[src/rtl/plic_lite_if.sv]
// plic_lite_if: configuration, claim and completion bus between the trap path and the PLIC
interface plic_lite_if #(
  parameter int ID_W = 4
);
  logic            cfg_we;
  logic [ID_W-1:0] cfg_addr;
  logic [31:0]     cfg_wdata;
  logic            claim_req;
  logic            complete_valid;
  logic [ID_W-1:0] complete_id;
  logic            claim_ack;
  logic [ID_W-1:0] claim_id;
  modport master (
    output cfg_we, cfg_addr, cfg_wdata, claim_req, complete_valid, complete_id,
    input  claim_ack, claim_id
  );
  modport slave (
    input  cfg_we, cfg_addr, cfg_wdata, claim_req, complete_valid, complete_id,
    output claim_ack, claim_id
  );
endinterface

[src/rtl/plic_lite.sv]
// plic_lite: per-source gateways, priority/threshold arbitration and claim/complete handshake
module plic_lite #(
  parameter int NSRC   = 8,
  parameter int PRIO_W = 3,
  parameter int ID_W   = 4
) (
  input  logic            clk,
  input  logic            resetn,
  input  logic [NSRC-1:0] src,
  plic_lite_if.slave      bus,
  output logic            ext_irq,
  output logic [NSRC-1:0] inservice
);
  logic [NSRC-1:0]   pend, en, elig, grant, done;
  logic [PRIO_W-1:0] prio [NSRC];
  logic [PRIO_W-1:0] thr, win_prio;
  logic [ID_W-1:0]   win_id;
  logic [31:0]       addr;
  logic              unused_wdata;
  assign addr = 32'(bus.cfg_addr);
  assign unused_wdata = ^bus.cfg_wdata;
  // eligibility and winner: strict compare keeps the lowest ID on equal priority
  always_comb begin
    elig = '0;
    win_id = '0;
    win_prio = '0;
    for (int i = 0; i < NSRC; i++) begin
      elig[i] = pend[i] & en[i] & (prio[i] > thr);
      if (elig[i] && prio[i] > win_prio) begin
        win_id = ID_W'(i + 1);
        win_prio = prio[i];
      end
    end
  end
  // one-hot claim grant and valid completion per source; bogus IDs match nothing
  always_comb begin
    grant = '0;
    done = '0;
    for (int i = 0; i < NSRC; i++) begin
      grant[i] = bus.claim_req && win_id == ID_W'(i + 1);
      done[i] = bus.complete_valid && bus.complete_id == ID_W'(i + 1) && inservice[i];
    end
  end
  // gateways: IDLE->PEND on src, PEND->INSV on grant, INSV->IDLE on completion
  always_ff @(posedge clk or negedge resetn)
    if (!resetn) begin
      pend <= '0;
      inservice <= '0;
    end else begin
      pend <= (pend & ~grant) | (src & ~pend & ~inservice);
      inservice <= (inservice & ~done) | grant;
    end
  // configuration registers: threshold, priorities, enable mask
  always_ff @(posedge clk or negedge resetn)
    if (!resetn) begin
      thr <= '0;
      en <= '0;
      for (int i = 0; i < NSRC; i++) prio[i] <= '0;
    end else if (bus.cfg_we) begin
      if (addr == 0) thr <= bus.cfg_wdata[PRIO_W-1:0];
      if (addr == 32'(NSRC + 1)) en <= bus.cfg_wdata[NSRC-1:0];
      for (int i = 0; i < NSRC; i++)
        if (addr == 32'(i + 1)) prio[i] <= bus.cfg_wdata[PRIO_W-1:0];
    end
  // registered outputs: interrupt line and claim response
  always_ff @(posedge clk or negedge resetn)
    if (!resetn) begin
      ext_irq <= 1'b0;
      bus.claim_ack <= 1'b0;
      bus.claim_id <= '0;
    end else begin
      ext_irq <= |elig;
      bus.claim_ack <= bus.claim_req;
      bus.claim_id <= bus.claim_req ? win_id : '0;
    end
endmodule

[src/flat_wrapper.sv]
// flat-port wrapper written by rule: the top's interface ports become plain ports
module plic_lite_flat 
#(
  parameter int NSRC   = 8,
  parameter int PRIO_W = 3,
  parameter int ID_W   = 4
)
  (clk, resetn, src, ext_irq, inservice, bus_cfg_we, bus_cfg_addr, bus_cfg_wdata, bus_claim_req, bus_complete_valid, bus_complete_id, bus_claim_ack, bus_claim_id);
  plic_lite_if #(.ID_W(ID_W)) bus_i ();
  input  logic clk;
  input  logic resetn;
  input  logic [NSRC-1:0] src;
  output logic ext_irq;
  output logic [NSRC-1:0] inservice;
  input wire logic [$bits(bus_i.cfg_we)-1:0] bus_cfg_we;
  input wire logic [$bits(bus_i.cfg_addr)-1:0] bus_cfg_addr;
  input wire logic [$bits(bus_i.cfg_wdata)-1:0] bus_cfg_wdata;
  input wire logic [$bits(bus_i.claim_req)-1:0] bus_claim_req;
  input wire logic [$bits(bus_i.complete_valid)-1:0] bus_complete_valid;
  input wire logic [$bits(bus_i.complete_id)-1:0] bus_complete_id;
  output wire logic [$bits(bus_i.claim_ack)-1:0] bus_claim_ack;
  output wire logic [$bits(bus_i.claim_id)-1:0] bus_claim_id;
  assign bus_i.cfg_we = bus_cfg_we;
  assign bus_i.cfg_addr = bus_cfg_addr;
  assign bus_i.cfg_wdata = bus_cfg_wdata;
  assign bus_i.claim_req = bus_claim_req;
  assign bus_i.complete_valid = bus_complete_valid;
  assign bus_i.complete_id = bus_complete_id;
  assign bus_claim_ack = bus_i.claim_ack;
  assign bus_claim_id = bus_i.claim_id;
  plic_lite #(.NSRC(NSRC), .PRIO_W(PRIO_W), .ID_W(ID_W)) u_core (.clk(clk), .resetn(resetn), .src(src), .bus(bus_i), .ext_irq(ext_irq), .inservice(inservice));
endmodule
[config.mk]
export PLATFORM = sky130hd
export DESIGN_NAME = plic_lite_flat
export DESIGN_NICKNAME = d
export VERILOG_FILES = /design/src/rtl/plic_lite_if.sv /design/src/rtl/plic_lite.sv /design/src/flat_wrapper.sv
export SDC_FILE = /design/constraint.sdc
export NUM_CORES = 1
export LEC_CHECK = 0
export ABC_AREA = 1
export BUFFER_PORTS_ARGS = -buffer_cell sky130_fd_sc_hd__buf_2
export CORE_UTILIZATION = 61
export DETAILED_ROUTE_END_ITERATION = 8
export PLACE_DENSITY = 0.83
export SLEW_MARGIN = 10
export SYNTH_ARGS = -nofsm -noshare
export SYNTH_HDL_FRONTEND = slang
export SYNTH_SLANG_ARGS = --single-unit
[constraint.sdc]
create_clock -name clk -period 20.7 [get_ports clk]
set_clock_uncertainty 0.2 [all_clocks]
set_input_delay 1.035 -clock clk [delete_from_list [all_inputs] [get_ports clk]]
set_output_delay 1.035 -clock clk [all_outputs]
set_load 0.005 [all_outputs]
==> flow_summary.json <==
{
  "status": "finished, final reports clean",
  "crit_path_frequent_cell": "ha_1",
  "gp_congestion": 0.920,
  "die_area_sq_mm": 0.00648,
  "ys_ff_latch": 57,
  "clk_pin_slew_ns": 0.07,
  "antenna_cells": 0,
  "final_antenna_net_count": 0,
  "vias_per_cell": 5.73,
  "synthCells": 457,
  "post_cts_buffers": 0,
  "post-route-cell-area_sq_mm": 0.00428,
  "synth_top_cells_by_area": "dfrtp_1 (38%), ha_1 (13%), nand2_1 (8.7%)",
  "p_int_w": 0.000316,
  "multi_input_area_sq_mm": 0.00208,
  "layout-drive-gt1-share_pct": 21.0,
  "p_per_area_mw_per_mm2": 128,
  "synth_flop_cell": "dfrtp_1",
  "r2r_end": "u_core.pend[7]",
  "vias": 3377,
  "slew_headroom_pct": 51.3,
  "slew_viol_final": 0,
  "cp_slowest_cell": "nor3_1",
  "synth_enable_flop_cells": 0,
  "grt_overflow_total": 0,
  "min_delay_path_depth": 2,
  "netlist_area_sq_mm": 0.00376,
  "grt_pass1_wl_mm": 15.4,
  "start_kind": "flip-flop",
  "seqPwrFrac_pct": 30.8,
  "path_max_fanout": 11,
  "final.min_clock_period_ns": 10.88,
  "pin_count": 67,
  "p_sw_w": 0.000232,
  "vdd_drop_max_v": 0.0000815,
  "placed_area_sq_mm": 0.00405,
  "fill_cells": 438,
  "yosysSeqAreaShare_pct": 38.0,
  "cts.repair.resized": 0,
  "hpwl_mm": 6.78,
  "critPathCaptureType": "flip-flop",
  "syn_to_final_growth_pct": 14.0,
  "max_stage_delay_ns": 0.47,
  "worst-slew-pin-transition_ns": 0.731,
  "yosysTopAreaCell": "dfrtp_1",
  "initial_core_util_pct": 63.4,
  "rsz0062_at_grt": "false",
  "grt_start_max_net_pins": 58,
  "rrSetupSlack_ns": 9.82,
  "hold_viol_final": 0,
  "grt_pass1_vias": 3259,
  "worstSkewPairLatency_ns": 0.37,
  "crit_type": "flip-flop to flip-flop",
  "ys_async_sr_fraction_pct": 100,
  "cts_root_buf": "clkbuf_8",
  "crit_start": "u_core.thr[1]",
  "cts_hold_buffers": 0,
  "core_area_sq_mm": 0.00592,
  "cts_buffers": 9,
  "synth.distinct_cells": 38,
  "cp.arrival_ns": 10.94,
  "h-tree-depth": 3,
  "hp-start": "u_core.prio[18]",
  "timing.rr.start": "u_core.thr[1]",
  "grt_usage_pct": 32.3,
  "cts_tree": "built",
  "syn_nets": 550,
  "cts_buffer_depth": 2,
  "routed_wl_mm": 9.23,
  "max_cap_violations": 0,
  "drt_iter0_drc": 259,
  "drt_pass1_iterations": 5,
  "yosys.area.top_type_share_pct": 38.0,
  "setup_violations": 0,
  "cts.sinks": 57,
  "hp-class": "flip-flop to flip-flop",
  "p_comb_share_pct": 46.7,
  "p_sw_share_pct": 42.4,
  "routedWlPerCell_um": 15.7,
  "antenna_found_initial": 0,
  "avgSynthCellArea_sq_um": 8.22,
  "cp.required_ns": 20.76,
  "p_clk_share_pct": 22.5,
  "fin_nets": 602,
  "die_h_um": 80.5,
  "fp.dieW_um": 80.5,
  "holdPathEnd": "u_core.prio[18]",
  "r2r_cells": 56,
  "drc_errors": 0,
  "ff_latch_area_sq_mm": 0.00143,
  "yosysWarningCount": 0,
  "power.leakage_nw": 2.22,
  "portBuffers": 42,
  "period_share_pct": 52.6,
  "num_rows": 28,
  "setup_tns_ns": 0,
  "fmax_mhz": 91.9,
  "hold_ws_ns": 0.292
}
-- final cells by class --
type | count | share of cell area (%)
Multi-Input combinational cell | 337 | 48.7
Sequential cell | 57 | 33.3
Inverter | 61 | 5.38
Timing Repair Buffer | 43 | 5.08
Clock buffer | 11 | 3.54
Tap cell | 75 | 2.19
Clock inverter | 5 | 1.81
-- layout by cell type (no fill, tap or decap), types with 12 or more instances in the layout --
master / synthesis / routed
a21oi_1: 18 / 18
buf_2: 0 / 42
dfrtp_1: 57 / 57
ha_1: 40 / 40
inv_1: 58 / 58
nand2_1: 87 / 87
nand2_2: 12 / 12
nand3_1: 27 / 27
nor2_1: 35 / 35
o21ai_0: 49 / 49
-- power groups by stage --
stage	sequential (W)	clock (W)	combinational (W)
final	0.000169	0.000123	0.000256
after global routing	0.000173	0.000127	0.000291
after CTS	0.000168	0.000123	0.000254
after detailed placement	0.000170	0	0.000251
after global placement	0.000169	0	0.000235
after floorplan	0.000163	0	0.000191
-- through the flow --
step	power, W	utilization, %	cells	setup WS [ns]
detailed placement	0.000421	68.4	573	10.09
finish	0.000548	72.3	589	9.82
global placement	0.000405	68.4	573	10.42
global route	0.000591	72.3	589	8.79
floorplan	0.000354	-	457	11.87
CTS	0.000545	72.3	589	9.99
-- worst max path at each step --
stage | endpoint | slack [ns]
6_report | u_core.pend[7] | 9.82
2_1_floorplan | u_core.pend[7] | 11.87
4_1_cts | u_core.pend[7] | 9.99
3_3_place_gp | u_core.pend[7] | 10.42
5_1_grt | u_core.pend[7] | 8.79
3_5_place_dp | u_core.pend[7] | 10.09
-- metal layers --
layer	wire, um	up-vias	GRT usage (%)
li1	-	1647	-
met1	3960	1600	41.7
met2	4460	108	52.5
met3	548	22	6.59
met4	255	0	13.4
met5	0	-	0
-- sequential cells by signal (all words and copies together), names as in the netlist --
| signal | flops |
|---|---|
| u_core.pend | 8 |
| u_core.bus.claim_id | 4 |
| u_core.thr | 3 |
| u_core.ext_irq | 1 |
| u_core.prio | 24 |
| u_core.bus.claim_ack | 1 |
| u_core.en | 8 |
| u_core.inservice | 8 |
-- synthesized netlist by cell type (2+ instances only) --
master and number:
o31ai_1 3, nand2_4 2, o21ai_1 8, nor2_2 2
a21oi_1 18, nor2_4 4, mux2_2 5, nor3_1 2
o21ai_0 49, a21oi_2 7, nand3_2 9, ha_1 40
inv_1 58, a211oi_1 2, nand4_1 9, nand3b_1 3
dfrtp_1 57, nor2_1 35, nand2_2 12, nand2_1 87
nand3_1 27, or2_2 2
-- worst max-delay path: cells and delay by family, from the launching register on --
kind                     cells  cell delay [ns]
flip-flops                   1             0.38
AO/OA/AOI/OAI               12             2.15
buffers and inverters        8             1.42
adder cells (fa/ha/maj)      8             2.38
AND/OR/NAND/NOR             28             4.21
-- logic make-up (layout without fill, tap and decap cells) --
kind of cell / after synthesis / in the layout / synth area share (%)
AND/OR/NAND/NOR: 199 / 199 / 26.3
AO/OA/AOI/OAI: 93 / 93 / 14.3
buffers and inverters: 63 / 120 / 6.53
flip-flops: 57 / 57 / 38.0
adder cells (fa/ha/maj): 40 / 40 / 13.3
multiplexers: 5 / 5 / 1.50
Note: power is estimated with default switching activity, not from simulation.
